File: src/rtl/mem_stage_lsu_pkg.sv
// Shared definitions for the M-stage load/store unit.
// Holds the opcode constants, the ExcCode values (AdEL=4, AdES=5) and the data-memory range.
// It also holds the FSM state encoding (IDLE=0, REQ=1, DONE=2), the access decode and the bus command payload.
package mem_stage_lsu_pkg;

    localparam int unsigned XLEN        = 32;
    localparam int unsigned BE_W        = 4;
    localparam int unsigned EXC_W       = 5;
    localparam int unsigned STATE_W     = 2;
    localparam int unsigned TO_CNT_W    = 5;
    localparam int unsigned TIMEOUT_CYC = 16;

    localparam logic [XLEN-1:0] DM_TOP_DEF = 32'h0000_2FFF;

    // MIPS primary opcodes (Instr[31:26]) handled by this stage
    localparam logic [5:0] OP_LB  = 6'h20;
    localparam logic [5:0] OP_LH  = 6'h21;
    localparam logic [5:0] OP_LW  = 6'h23;
    localparam logic [5:0] OP_LBU = 6'h24;
    localparam logic [5:0] OP_LHU = 6'h25;
    localparam logic [5:0] OP_SB  = 6'h28;
    localparam logic [5:0] OP_SH  = 6'h29;
    localparam logic [5:0] OP_SW  = 6'h2B;

    localparam logic [EXC_W-1:0] EXC_NONE = 5'd0;
    localparam logic [EXC_W-1:0] EXC_ADEL = 5'd4;
    localparam logic [EXC_W-1:0] EXC_ADES = 5'd5;

    localparam logic [STATE_W-1:0] ST_IDLE = 2'd0;
    localparam logic [STATE_W-1:0] ST_REQ  = 2'd1;
    localparam logic [STATE_W-1:0] ST_DONE = 2'd2;

    typedef enum logic [1:0] {
        SZ_B = 2'd0,
        SZ_H = 2'd1,
        SZ_W = 2'd2
    } mem_size_e;

    typedef struct packed {
        logic      valid;
        logic      store;
        mem_size_e size;
        logic      uns;
    } mem_dec_t;

    typedef struct packed {
        logic            we;
        logic [XLEN-1:0] addr;
        logic [BE_W-1:0] be;
        logic [XLEN-1:0] wdata;
    } bus_cmd_t;

    // Opcode -> access kind; non-memory opcodes decode with valid=0
    function automatic mem_dec_t lsu_decode(input logic [5:0] op);
        mem_dec_t d;
        d = '0;
        d.size = SZ_W;
        case (op)
            OP_LB:  begin d.valid = 1'b1; d.size = SZ_B; end
            OP_LBU: begin d.valid = 1'b1; d.size = SZ_B; d.uns = 1'b1; end
            OP_LH:  begin d.valid = 1'b1; d.size = SZ_H; end
            OP_LHU: begin d.valid = 1'b1; d.size = SZ_H; d.uns = 1'b1; end
            OP_LW:  begin d.valid = 1'b1; d.size = SZ_W; end
            OP_SB:  begin d.valid = 1'b1; d.store = 1'b1; d.size = SZ_B; end
            OP_SH:  begin d.valid = 1'b1; d.store = 1'b1; d.size = SZ_H; end
            OP_SW:  begin d.valid = 1'b1; d.store = 1'b1; d.size = SZ_W; end
            default: d.valid = 1'b0;
        endcase
        return d;
    endfunction

endpackage

File: src/rtl/mem_stage_lsu_if.sv
// Single-outstanding req/ack data bus between the LSU (master) and data memory (slave).
//   req   : request, held until ack is sampled high
//   we    : 1 = write
//   addr  : word-aligned byte address
//   be    : byte enables
//   wdata : lane-aligned write data
//   ack   : completion; rdata valid in the same cycle
//   rdata : read data
interface mem_stage_lsu_if;
    import mem_stage_lsu_pkg::*;

    logic            req;
    logic            we;
    logic [XLEN-1:0] addr;
    logic [BE_W-1:0] be;
    logic [XLEN-1:0] wdata;
    logic            ack;
    logic [XLEN-1:0] rdata;

    modport master (output req, we, addr, be, wdata, input ack, rdata);
    modport slave  (input req, we, addr, be, wdata, output ack, rdata);

endinterface

File: src/rtl/mem_stage_lsu_ext.sv
// Load-data formatter: selects the byte/half lane from a bus word and sign/zero extends it.
//   rdata  : raw bus word
//   size   : access size (byte/half/word)
//   uns    : 1 = zero extend, 0 = sign extend
//   off    : byte offset of the access (addr[1:0])
//   data_c : extended result (combinational)
module mem_stage_lsu_ext
    import mem_stage_lsu_pkg::*;
(
    input  logic [XLEN-1:0] rdata,
    input  mem_size_e       size,
    input  logic            uns,
    input  logic [1:0]      off,
    output logic [XLEN-1:0] data_c
);

    logic [7:0]  byte_sel;
    logic [15:0] half_sel;

    // Little-endian lane pick followed by extension
    always_comb begin
        byte_sel = rdata[7:0];
        case (off)
            2'd0:    byte_sel = rdata[7:0];
            2'd1:    byte_sel = rdata[15:8];
            2'd2:    byte_sel = rdata[23:16];
            default: byte_sel = rdata[31:24];
        endcase
        half_sel = off[1] ? rdata[31:16] : rdata[15:0];

        data_c = rdata;
        case (size)
            SZ_B:    data_c = uns ? {24'd0, byte_sel} : {{24{byte_sel[7]}}, byte_sel};
            SZ_H:    data_c = uns ? {16'd0, half_sel} : {{16{half_sel[15]}}, half_sel};
            default: data_c = rdata;
        endcase
    end

endmodule

File: src/rtl/mem_stage_lsu.sv
// M-stage load/store unit.
// Decodes lw/lh/lhu/lb/lbu/sw/sh/sb and checks alignment and range (AdEL/AdES).
// Runs one req/ack bus access per instruction and stalls the pipe until the access completes.
// Optional macro LSU_TIMEOUT_EN: REQ gives up after TIMEOUT_CYC cycles without ack and reports AdEL/AdES.
//   clk, reset   : clock; asynchronous active-high reset
//   Instr_M      : M-stage instruction
//   RT_M         : store data
//   ALU_M        : effective address
//   ExcCode_Min  : exception code from earlier stages (0 = none)
//   flush_M      : kill the current M instruction
//   bus          : data bus master port
//   MemRd_M      : extended load result, valid in DONE
//   stall_M      : freeze F..M (combinational)
//   ExcCode_Mout : merged exception code (combinational)
module mem_stage_lsu
    import mem_stage_lsu_pkg::*;
#(
    parameter logic [XLEN-1:0] DM_TOP = DM_TOP_DEF
) (
    input  logic             clk,
    input  logic             reset,
    input  logic [XLEN-1:0]  Instr_M,
    input  logic [XLEN-1:0]  RT_M,
    input  logic [XLEN-1:0]  ALU_M,
    input  logic [EXC_W-1:0] ExcCode_Min,
    input  logic             flush_M,
    mem_stage_lsu_if.master  bus,
    output logic [XLEN-1:0]  MemRd_M,
    output logic             stall_M,
    output logic [EXC_W-1:0] ExcCode_Mout
);

    logic [STATE_W-1:0] state_q;
    logic [STATE_W-1:0] state_d;

    mem_dec_t        dec_c;
    logic            misalign_c;
    logic            exc_addr_c;
    logic            exc_up_c;
    logic            go_c;
    bus_cmd_t        cmd_c;
    bus_cmd_t        cmd_q;
    logic            req_q;
    logic            kill_q;
    mem_size_e       ld_size_q;
    logic            ld_uns_q;
    logic [1:0]      ld_off_q;
    logic [XLEN-1:0] rd_q;
    logic [XLEN-1:0] ext_data_c;

    logic issue_c;
    logic capture_c;
    logic req_clr_c;
    logic timeout_c;

    logic [25:0] unused_instr;
    assign unused_instr = Instr_M[25:0];

`ifdef LSU_TIMEOUT_EN
    logic [TO_CNT_W-1:0] to_cnt_q;
    logic                to_q;
`endif

    // Access decode and address checks
    always_comb begin
        dec_c      = lsu_decode(Instr_M[31:26]);
        misalign_c = ((dec_c.size == SZ_W) && (ALU_M[1:0] != 2'b00)) ||
                     ((dec_c.size == SZ_H) && ALU_M[0]);
        exc_addr_c = dec_c.valid && (misalign_c || (ALU_M > DM_TOP));
        exc_up_c   = (ExcCode_Min != EXC_NONE);
        go_c       = dec_c.valid && !exc_up_c && !exc_addr_c && !flush_M;
    end

    // Bus command for the current instruction: lane-replicated store data and byte enables
    always_comb begin
        cmd_c       = '0;
        cmd_c.we    = dec_c.store;
        cmd_c.addr  = {ALU_M[XLEN-1:2], 2'b00};
        cmd_c.be    = 4'b1111;
        cmd_c.wdata = '0;
        if (dec_c.store) begin
            case (dec_c.size)
                SZ_B: begin
                    cmd_c.be    = 4'b0001 << ALU_M[1:0];
                    cmd_c.wdata = {4{RT_M[7:0]}};
                end
                SZ_H: begin
                    cmd_c.be    = ALU_M[1] ? 4'b1100 : 4'b0011;
                    cmd_c.wdata = {2{RT_M[15:0]}};
                end
                default: begin
                    cmd_c.be    = 4'b1111;
                    cmd_c.wdata = RT_M;
                end
            endcase
        end
    end

    mem_stage_lsu_ext u_ext (
        .rdata  (bus.rdata),
        .size   (ld_size_q),
        .uns    (ld_uns_q),
        .off    (ld_off_q),
        .data_c (ext_data_c)
    );

    // State register
    always_ff @(posedge clk or posedge reset) begin
        if (reset) state_q <= ST_IDLE;
        else       state_q <= state_d;
    end

    // Next state and transaction control; a killed access still waits for ack but skips DONE
    always_comb begin
        state_d   = state_q;
        issue_c   = 1'b0;
        capture_c = 1'b0;
        req_clr_c = 1'b0;
        timeout_c = 1'b0;
        case (state_q)
            ST_IDLE: begin
                if (go_c) begin
                    state_d = ST_REQ;
                    issue_c = 1'b1;
                end
            end
            ST_REQ: begin
                if (bus.ack) begin
                    req_clr_c = 1'b1;
                    if (kill_q || flush_M) begin
                        state_d = ST_IDLE;
                    end else begin
                        state_d   = ST_DONE;
                        capture_c = !cmd_q.we;
                    end
                end
`ifdef LSU_TIMEOUT_EN
                else if (to_cnt_q == TO_CNT_W'(TIMEOUT_CYC - 1)) begin
                    req_clr_c = 1'b1;
                    if (kill_q || flush_M) begin
                        state_d = ST_IDLE;
                    end else begin
                        state_d   = ST_DONE;
                        timeout_c = 1'b1;
                    end
                end
`endif
            end
            ST_DONE: state_d = ST_IDLE;
            default: state_d = ST_IDLE;
        endcase
    end

    // Bus command, load context, kill flag and load result registers
    always_ff @(posedge clk or posedge reset) begin
        if (reset) begin
            cmd_q     <= '0;
            req_q     <= 1'b0;
            kill_q    <= 1'b0;
            ld_size_q <= SZ_W;
            ld_uns_q  <= 1'b0;
            ld_off_q  <= 2'b00;
            rd_q      <= '0;
        end else begin
            if (issue_c) begin
                cmd_q     <= cmd_c;
                req_q     <= 1'b1;
                ld_size_q <= dec_c.size;
                ld_uns_q  <= dec_c.uns;
                ld_off_q  <= ALU_M[1:0];
            end else if (req_clr_c) begin
                req_q <= 1'b0;
            end

            if (req_clr_c)                          kill_q <= 1'b0;
            else if ((state_q == ST_REQ) && flush_M) kill_q <= 1'b1;

            if (capture_c)      rd_q <= ext_data_c;
            else if (timeout_c) rd_q <= '0;
        end
    end

`ifdef LSU_TIMEOUT_EN
    // REQ cycle counter and one-cycle timeout flag seen in DONE
    always_ff @(posedge clk or posedge reset) begin
        if (reset) begin
            to_cnt_q <= '0;
            to_q     <= 1'b0;
        end else begin
            to_cnt_q <= ((state_q == ST_REQ) && (state_d == ST_REQ)) ? to_cnt_q + TO_CNT_W'(1) : '0;
            to_q     <= timeout_c;
        end
    end
`endif

    // Pipeline-facing combinational outputs
    always_comb begin
        stall_M = ((state_q == ST_IDLE) && go_c) || (state_q == ST_REQ);
        if (exc_up_c)        ExcCode_Mout = ExcCode_Min;
        else if (exc_addr_c) ExcCode_Mout = dec_c.store ? EXC_ADES : EXC_ADEL;
        else                 ExcCode_Mout = EXC_NONE;
`ifdef LSU_TIMEOUT_EN
        if ((state_q == ST_DONE) && to_q) ExcCode_Mout = cmd_q.we ? EXC_ADES : EXC_ADEL;
`endif
    end

    assign bus.req   = req_q;
    assign bus.we    = cmd_q.we;
    assign bus.addr  = cmd_q.addr;
    assign bus.be    = cmd_q.be;
    assign bus.wdata = cmd_q.wdata;
    assign MemRd_M   = rd_q;

endmodule

File: src/flat_wrapper.sv
// flat-port wrapper written by rule: the top's interface ports become plain ports
module mem_stage_lsu_flat import mem_stage_lsu_pkg::*;
#(
    parameter logic [XLEN-1:0] DM_TOP = DM_TOP_DEF
)
  (clk, reset, Instr_M, RT_M, ALU_M, ExcCode_Min, flush_M, MemRd_M, stall_M, ExcCode_Mout, bus_req, bus_we, bus_addr, bus_be, bus_wdata, bus_ack, bus_rdata);
  mem_stage_lsu_if bus_i ();
  input  logic clk;
  input  logic reset;
  input  logic [XLEN-1:0] Instr_M;
  input  logic [XLEN-1:0] RT_M;
  input  logic [XLEN-1:0] ALU_M;
  input  logic [EXC_W-1:0] ExcCode_Min;
  input  logic flush_M;
  output logic [XLEN-1:0] MemRd_M;
  output logic stall_M;
  output logic [EXC_W-1:0] ExcCode_Mout;
  output wire logic [$bits(bus_i.req)-1:0] bus_req;
  output wire logic [$bits(bus_i.we)-1:0] bus_we;
  output wire logic [$bits(bus_i.addr)-1:0] bus_addr;
  output wire logic [$bits(bus_i.be)-1:0] bus_be;
  output wire logic [$bits(bus_i.wdata)-1:0] bus_wdata;
  input wire logic [$bits(bus_i.ack)-1:0] bus_ack;
  input wire logic [$bits(bus_i.rdata)-1:0] bus_rdata;
  assign bus_req = bus_i.req;
  assign bus_we = bus_i.we;
  assign bus_addr = bus_i.addr;
  assign bus_be = bus_i.be;
  assign bus_wdata = bus_i.wdata;
  assign bus_i.ack = bus_ack;
  assign bus_i.rdata = bus_rdata;
  mem_stage_lsu #(.DM_TOP(DM_TOP)) u_core (.clk(clk), .reset(reset), .Instr_M(Instr_M), .RT_M(RT_M), .ALU_M(ALU_M), .ExcCode_Min(ExcCode_Min), .flush_M(flush_M), .bus(bus_i), .MemRd_M(MemRd_M), .stall_M(stall_M), .ExcCode_Mout(ExcCode_Mout));
endmodule
File: config.mk
export PLATFORM = sky130hd
export DESIGN_NAME = mem_stage_lsu_flat
export DESIGN_NICKNAME = d
export VERILOG_FILES = /design/src/rtl/mem_stage_lsu_pkg.sv /design/src/rtl/mem_stage_lsu_if.sv /design/src/rtl/mem_stage_lsu_ext.sv /design/src/rtl/mem_stage_lsu.sv /design/src/flat_wrapper.sv
export SDC_FILE = /design/constraint.sdc
export NUM_CORES = 1
export LEC_CHECK = 0
export CORE_ASPECT_RATIO = 0.8
export CORE_MARGIN = 1
export CORE_UTILIZATION = 41
export CTS_CLUSTER_SIZE = 16
export DETAILED_ROUTE_END_ITERATION = 12
export GPL_TIMING_DRIVEN = 0
export PLACE_DENSITY = 0.89
export REMOVE_ABC_BUFFERS = 1
export SLEW_MARGIN = 5
export SYNTH_ARGS = -nofsm -noshare
export SYNTH_HDL_FRONTEND = slang
export SYNTH_SLANG_ARGS = --single-unit
File: constraint.sdc
create_clock -name clk -period 3.55 [get_ports clk]
set_input_delay 0.355 -clock clk [delete_from_list [all_inputs] [get_ports clk]]
set_output_delay 0.355 -clock clk [all_outputs]
set_load 0.01 [all_outputs]
==> results.py, run 1 <==
metrics = {
    "layout": {
        "num-fill-cells": 968,
        "nNetsFinal": 837,
        "n_antenna_cell": 0,
        "utilization_pct": 63.78,
        "design_area_mm2": 0.007814,
        "area_delta_synth_final_pct": 51.10,
        "final_common_cell": "clkdlybuf4s50_1",
        "layout_common_cells": "215 x clkdlybuf4s50_1, 107 x dfrtp_1, 70 x nand2_1",
        "drive_gt1_share_pct": 9.220,
    },
    "global_route": {
        "grt_overflow_total": 0,
        "use_met1_pct": 27.69,
        "grtUsageMet3_pct": 8.063,
        "grt_antenna_before_repair": 0,
        "grt_max_degree": 56,
        "gr-usage-all-layers_pct": 23.73,
        "grt_pass1_vias": 4682,
        "grtUsageMet2_pct": 42.37,
        "busiest_layer": "met2",
        "grt_pass1_wl_mm": 24.00,
    },
    "worst_setup_path": {
        "critPathKind": "input pin to primary output",
        "cp-end-kind": "primary output",
        "crit_slowest_cell": "clkdlybuf4s50_1",
        "crit_arrival_ns": 2.90,
        "cpPeakStageDelay_ns": 0.55,
        "cp_max_fo": 6,
        "crit_chain": "clkdlybuf4s50_1 -> nand2b_1 -> a2111oi_2 -> nor4b_4 -> nand4_1 -> nand2_1 -> clkdlybuf4s50_1",
        "crit_required_ns": 3.19,
        "start_kind": "input pin",
        "path_common_cell": "clkdlybuf4s50_1",
    },
    "cts": {
        "cts_tree": "yes",
        "h-tree-depth": 3,
        "clk_latency_ns": 0.34,
        "cts_setup_buffers": 0,
        "cts.path.max_buffers": 2,
        "cts_made_buffers": 9,
        "cts-root-buf": "clkbuf_16",
        "clkTransAtPathRegs_ns": 0.07,
        "cts_sinks": 108,
    },
    "sta": {
        "final_hold_viol_count": 0,
        "grt_setup_unrepaired": "no",
        "period_share_pct": 91.66,
        "maxSlewViolCount": 0,
        "max_slew_margin_pct": 13.40,
        "timing.hold.ws_ns": 0.4844,
        "clock.fmax_mhz": 307.3,
        "setup_viol": 0,
        "worstMarginPinSlew_ns": 1.296,
        "finClkSkew_ns": 0.009099,
        "period_needed_ns": 3.254,
    },
    "place": {
        "place_congestion": 0.8348,
        "port_buffers": 216,
        "place_hpwl_mm": 11.54,
        "place_area_mm2": 0.007515,
    },
    "yosys": {
        "ys.flop_type": "dfrtp_1",
        "postSynth.asyncResetShare_pct": 100.0,
        "avgSynthCellArea_um2": 10.34,
        "synth-edff-count": 0,
        "ys_types": 37,
        "synth_cells": 500,
        "syn-cell-area_mm2": 0.005171,
        "yosysSeqAreaShare_pct": 52.29,
        "synth-seq-cells": 108,
        "yosys_warnings": 0,
        "synth-compound-area-share_pct": 11.57,
        "synth_adder_area_share_pct": 0,
        "synthMuxAreaShare_pct": 17.61,
        "synth_top_family_by_area": "multiplexers",
        "synth_xor_area_share_pct": 0,
        "yosys.area_share.simple_pct": 14.78,
    },
    "die": {
        "core_mm2": 0.01225,
        "die_h_um": 102.5,
        "ios": 245,
        "start_util_pct": 42.21,
        "die_x_um": 127.6,
        "rows": 36,
        "fp.dieArea_mm2": 0.01307,
    },
    "route": {
        "post_drt_wl_per_cell_um": 17.76,
        "drtIter0Drc": 213,
        "vias": 4641,
        "dr.pass1.iters": 9,
        "wl_mm": 15.56,
        "vias_per_cell": 5.298,
        "drcViolationCount": 1,
        "drtAntennaViolNets": 0,
    },
    "worst_hold_path": {
        "hold_class": "register to register",
    },
    "pwr": {
        "p_per_area_mw_per_mm2": 337.7,
        "p_leak_nw": 3.532,
        "fin_total_pwr_mw": 2.639,
        "vdd_drop_max_v": 0.0002203,
    },
    "status": {
        "status": "finished, violations left",
        "violations": "DRC",
    },
    "flow_run": {
        "max_cap_violations": 0,
    },
}
## layout make-up
class / instances / area, µm² / area share, %
flip-flops and latches: 108 / 2704 / 34.60
multi-input cells: 346 / 2285 / 29.24
repair buffers: 222 / 2260 / 28.92
clock buffers: 10 / 229.0 / 2.930
well taps: 171 / 214.0 / 2.738
clock inverters: 6 / 71.32 / 0.9127
inverters: 13 / 51.30 / 0.6565
## power by group
group	internal, mW	switching, mW	leakage (nW)
Sequential	1.26	0.0150	1.43
Combinational	0.198	0.144	1.96
Clock	0.555	0.472	0.140
Total	2.01	0.631	3.53
## critical path, delay by kind of cell
| family | cells | cell delay (ns) |
|---|---|---|
| simple gates | 4 | 1.12 |
| compound gates | 1 | 0.39 |
| buf+inv | 2 | 1.02 |
## cells by family after synthesis
| group | after synthesis |
|---|---|
| and+or+nand+nor | 164 |
| DFF | 108 |
| AOI/OAI and AO/OA | 96 |
| muxes | 84 |
| buffers and inverters | 47 |
| other | 1 |
## registers in the layout (all words and copies together) (netlist names)
name,count
u_core.MemRd_M,32
u_core.bus.wdata,32
u_core.kill_q,1
u_core.ld_size_q,2
u_core.bus.req,1
u_core.state_q,2
u_core.bus.addr,30
u_core.ld_off_q,2
u_core.ld_uns_q,1
u_core.bus.we,1
u_core.bus.be,4
## Yosys cell counts, types with 3 or more instances
cell type / n / area [µm²]
a211oi_1: 14 / 105.1
a21oi_1: 31 / 155.2
and2_1: 19 / 118.9
buf_2: 5 / 25.02
clkbuf_1: 25 / 93.84
dfrtp_1: 107 / 2678
inv_1: 13 / 48.80
mux2_1: 19 / 214.0
mux2_2: 37 / 416.7
mux2i_1: 28 / 280.3
nand2_1: 70 / 262.8
nand2b_1: 5 / 31.28
nor2_1: 46 / 172.7
nor2b_1: 5 / 31.28
nor3_1: 4 / 20.02
nor3b_1: 3 / 22.52
nor4_1: 4 / 25.02
o21ai_0: 24 / 120.1
o22a_1: 6 / 52.55
o22ai_1: 7 / 43.79
o31ai_1: 7 / 52.55
## metrics by stage
| stage | setup slack (ns) | instances | setup TNS (ns) |
|---|---|---|---|
| 4_1_cts | 0.06168 | 876 | 0 |
| 5_1_grt | 0.1641 | 876 | 0 |
| 3_5_place_dp | -0.2151 | 860 | -3.039 |
| 2_1_floorplan | -0.6628 | 467 | -39.80 |
| 3_3_place_gp | -3.022 | 854 | -334.04 |
| 6_report | 0.2962 | 876 | 0 |
## routing by layer
layer,up-vias,wire length [µm]
met1,2282,6198
met2,212,7825
li1,2131,-
met3,16,1354
met4,0,182
met5,-,0
## path summary, 6_finish.rpt
check                                          from                  end  slack [ns]  cells after the start
worst min register to register  u_core.bus.addr[22]  u_core.bus.addr[22]        0.48                      1
max in group asynchronous                     reset  u_core.ld_size_q[1]        2.30                      3
worst max register to register    u_core.state_q[0]   u_core.MemRd_M[19]        0.59                      4
worst max-delay path                    Instr_M[28]              stall_M        0.30                      7
min in group asynchronous                     reset   u_core.MemRd_M[25]        0.49                      2
worst min-delay path            u_core.bus.addr[22]  u_core.bus.addr[22]        0.48                      1
## what timing repair did
action,4_1_cts,5_1_grt
gates resized for setup,1,3
hold buffers,0,0
cloned,0,0
setup endpoints to repair,1,17
(Power assumes the default switching activity.)
==> run 2, diff against run 1 <==
--- a/config.mk
+++ b/config.mk
@@ -9,3 +9,3 @@
 export CORE_MARGIN = 1
-export CORE_UTILIZATION = 41
+export CORE_UTILIZATION = 42
 export CTS_CLUSTER_SIZE = 16
@@ -13,3 +13,3 @@
 export GPL_TIMING_DRIVEN = 0
-export PLACE_DENSITY = 0.89
+export PLACE_DENSITY = 0.9
 export REMOVE_ABC_BUFFERS = 1
@@ -18,2 +18,3 @@
 export SYNTH_HDL_FRONTEND = slang
+export SYNTH_HIERARCHICAL = 1
 export SYNTH_SLANG_ARGS = --single-unit
==> constraint.sdc (replaced) <==
create_clock -name clk -period 3.55 [get_ports clk]
set_input_delay 0.5325 -clock clk [delete_from_list [all_inputs] [get_ports clk]]
set_output_delay 0.5325 -clock clk [all_outputs]
set_load 0.01 [all_outputs]
==> results.py, run 2 <==
metrics = {
    "status": {
        "status": "complete, no violations",
    },
    "global_route": {
        "grt_antenna_before_repair": 0,
        "grt_overflow_total": 0,
        "grt_max_degree": 57,
        "grt_pass1_wl_mm": 25.24,
        "grt_pass1_vias": 4889,
        "gr-usage-all-layers_pct": 24.01,
    },
    "worst_hold_path": {
        "hold_class": "register to register",
        "hold_depth": 1,
        "min_to": "u_core/bus.addr[18]",
        "min-delay-start": "u_core/bus.addr[18]",
    },
    "pwr": {
        "p_leak_nw": 3.694,
        "fin_total_pwr_mw": 2.627,
        "vdd_drop_max_v": 0.0002875,
        "p_per_area_mw_per_mm2": 321.9,
    },
    "worst_setup_path": {
        "crit_required_ns": 3.02,
        "cp.buffers_inverters": 4,
        "cp_max_fo": 14,
        "start_kind": "input pin",
        "crit_chain": "clkdlybuf4s50_1 -> o21ai_1 -> nand2_1 -> nor4_2 -> nand4_1 -> buf_4 -> buf_6 -> nand2_1 -> clkdlybuf4s50_1",
        "crit_family": "buffers and inverters",
        "regToRegStartpoint": "u_core/ld_size_q[1]",
        "cp-end-kind": "primary output",
        "crit_slowest_cell": "clkdlybuf4s50_1",
        "cpPeakStageDelay_ns": 0.54,
        "r2r-end": "u_core/MemRd_M[19]",
        "critPathKind": "input pin to primary output",
        "reg2reg_depth": 4,
        "crit_arrival_ns": 2.83,
        "ff2ff_setup_slack_ns": 0.28,
    },
    "cts": {
        "cts_made_buffers": 9,
        "h-tree-depth": 3,
        "clkTransAtPathRegs_ns": 0.08,
        "cts.path.max_buffers": 2,
        "clk_latency_ns": 0.35,
        "cts_tree": "yes",
        "cts_sinks": 108,
        "cts-root-buf": "clkbuf_16",
    },
    "yosys": {
        "yosys.area_share.simple_pct": 11.99,
        "synth_top_cell_by_area": "dfrtp_1",
        "synth_cells": 487,
        "synth-edff-count": 0,
        "synth.most_common_cell": "dfrtp_1",
        "ys.flop_type": "dfrtp_1",
        "synth.area.top_cells": "dfrtp_1 49%, mux2_2 12%, mux2i_1 7.3%, mux2_1 4.3%, nand2_1 4.0%",
        "avgSynthCellArea_um2": 11.25,
        "netlist.area_leader.share_pct": 48.87,
        "synth-compound-area-share_pct": 10.55,
        "syn-cell-area_mm2": 0.005479,
        "yosysSeqAreaShare_pct": 49.35,
        "postSynth.asyncResetShare_pct": 100.0,
        "synth_xor_area_share_pct": 0,
        "synth_top_family_by_area": "multiplexers",
        "synth_common_cells": "107 x dfrtp_1, 59 x nand2_1, 58 x mux2_2",
        "synth_adder_area_share_pct": 0,
        "ys_types": 44,
        "synthMuxAreaShare_pct": 23.54,
        "yosys_warnings": 6,
        "synth-seq-cells": 108,
    },
    "sta": {
        "period_needed_ns": 3.364,
        "setup_viol": 0,
        "maxSlewViolCount": 0,
        "period_share_pct": 94.75,
        "grt_setup_unrepaired": "no",
        "fin_setup_tns_ns": 0,
        "finClkSkew_ns": 0.008840,
        "final_hold_viol_count": 0,
        "worstMarginPinSlew_ns": 1.182,
        "timing.hold.ws_ns": 0.4908,
        "max_slew_margin_pct": 20.81,
        "clock.fmax_mhz": 297.3,
    },
    "die": {
        "ios": 245,
        "die_x_um": 129.7,
        "rows": 36,
        "fp.dieArea_mm2": 0.01351,
        "start_util_pct": 44.07,
        "die_h_um": 104.2,
        "core_mm2": 0.01243,
    },
    "layout": {
        "layout_common_cells": "215 x clkdlybuf4s50_1, 107 x dfrtp_1, 59 x nand2_1",
        "area_delta_synth_final_pct": 48.96,
        "num-fill-cells": 938,
        "nNetsFinal": 826,
        "final_common_cell": "clkdlybuf4s50_1",
        "stdcell_count": 865,
        "drive_gt1_share_pct": 15.27,
        "n_antenna_cell": 0,
    },
    "place": {
        "place_congestion": 0.7701,
        "dp.cells": 845,
        "port_buffers": 216,
        "place_hpwl_mm": 11.63,
    },
    "flow_run": {
        "max_cap_violations": 0,
    },
    "route": {
        "vias_per_cell": 5.401,
        "drtIter0Drc": 345,
        "drcViolationCount": 0,
        "vias": 4672,
        "dr.pass1.iters": 6,
        "drtAntennaViolNets": 0,
        "wl_mm": 15.80,
        "post_drt_wl_per_cell_um": 18.26,
    },
}
[run 2: cell types whose count changed after synthesis, moves of 8 or more]
cell	before	now
nand2_1	70	59
mux2_2	37	58
o211ai_2	0	10
mux2i_1	28	40
o21ai_0	24	5
o221ai_1	0	8
nor2_1	46	22
a21oi_1	31	11
a22oi_1	0	9
[run 2: layout make-up]
class	count	area (µm²)	share of cell area, %
inverter	13	51.30	0.6285
sequential	108	2704	33.13
clock inverter	7	80.08	0.9811
multi-input combinational	328	2554	31.29
clock buffer	9	225.2	2.759
tap	171	214.0	2.621
timing repair buffer	229	2333	28.59
[run 2: routing by layer]
| metal | up-vias | wire length [µm] | global-route usage (%) |
|---|---|---|---|
| met3 | 30 | 1517 | 8.128 |
| met4 | 0 | 379 | 8.887 |
| met2 | 228 | 7817 | 41.14 |
| li1 | 2121 | - | - |
| met1 | 2293 | 6080 | 27.49 |
| met5 | - | 0 | 0 |
[run 2: power by group]
part	internal, mW	switching, mW	leakage, nW	total [mW]
Sequential	1.25	0.0123	1.44	1.26
Clock	0.558	0.476	0.148	1.03
Combinational	0.198	0.133	2.10	0.331
Total	2.01	0.622	3.69	2.63
[run 2: kinds of logic after synthesis]
| group | count (synthesis) |
|---|---|
| compound gates | 72 |
| buf+inv | 52 |
| simple gates | 135 |
| other cells | 1 |
| flops | 108 |
| mux | 119 |
[run 2: stage by stage]
| stage | instance area [µm²] | util [%] | setup WS (ns) |
|---|---|---|---|
| CTS | 8132 | 65.41 | 0.03091 |
| global placement | 7661 | 61.62 | -3.373 |
| finish | 8162 | 65.65 | 0.1863 |
| global route | 8162 | 65.65 | 0.08974 |
| detailed placement | 7811 | 62.83 | -0.6425 |
| floorplan | 5285 | - | -0.7473 |
[run 2: how the worst max path moves through the flow]
stage / start / cells after the start / to / slack (ns)
finish: Instr_M[27] / 9 / stall_M / 0.19
global route: Instr_M[27] / 9 / stall_M / 0.09
CTS: Instr_M[27] / 8 / stall_M / 0.03
detailed placement: Instr_M[26] / 8 / stall_M / -0.64
global placement: Instr_M[26] / 7 / stall_M / -3.37
floorplan: Instr_M[31] / 5 / stall_M / -0.75
[run 2: repair_timing]
item | in CTS | in global routing
pin swaps | 1 | 1
buffers inserted | 1 | 2
cloned | 0 | 0
endpoints found under the setup margin | 2 | 1
resized for setup | 4 | 0
hold buffers | 0 | 0
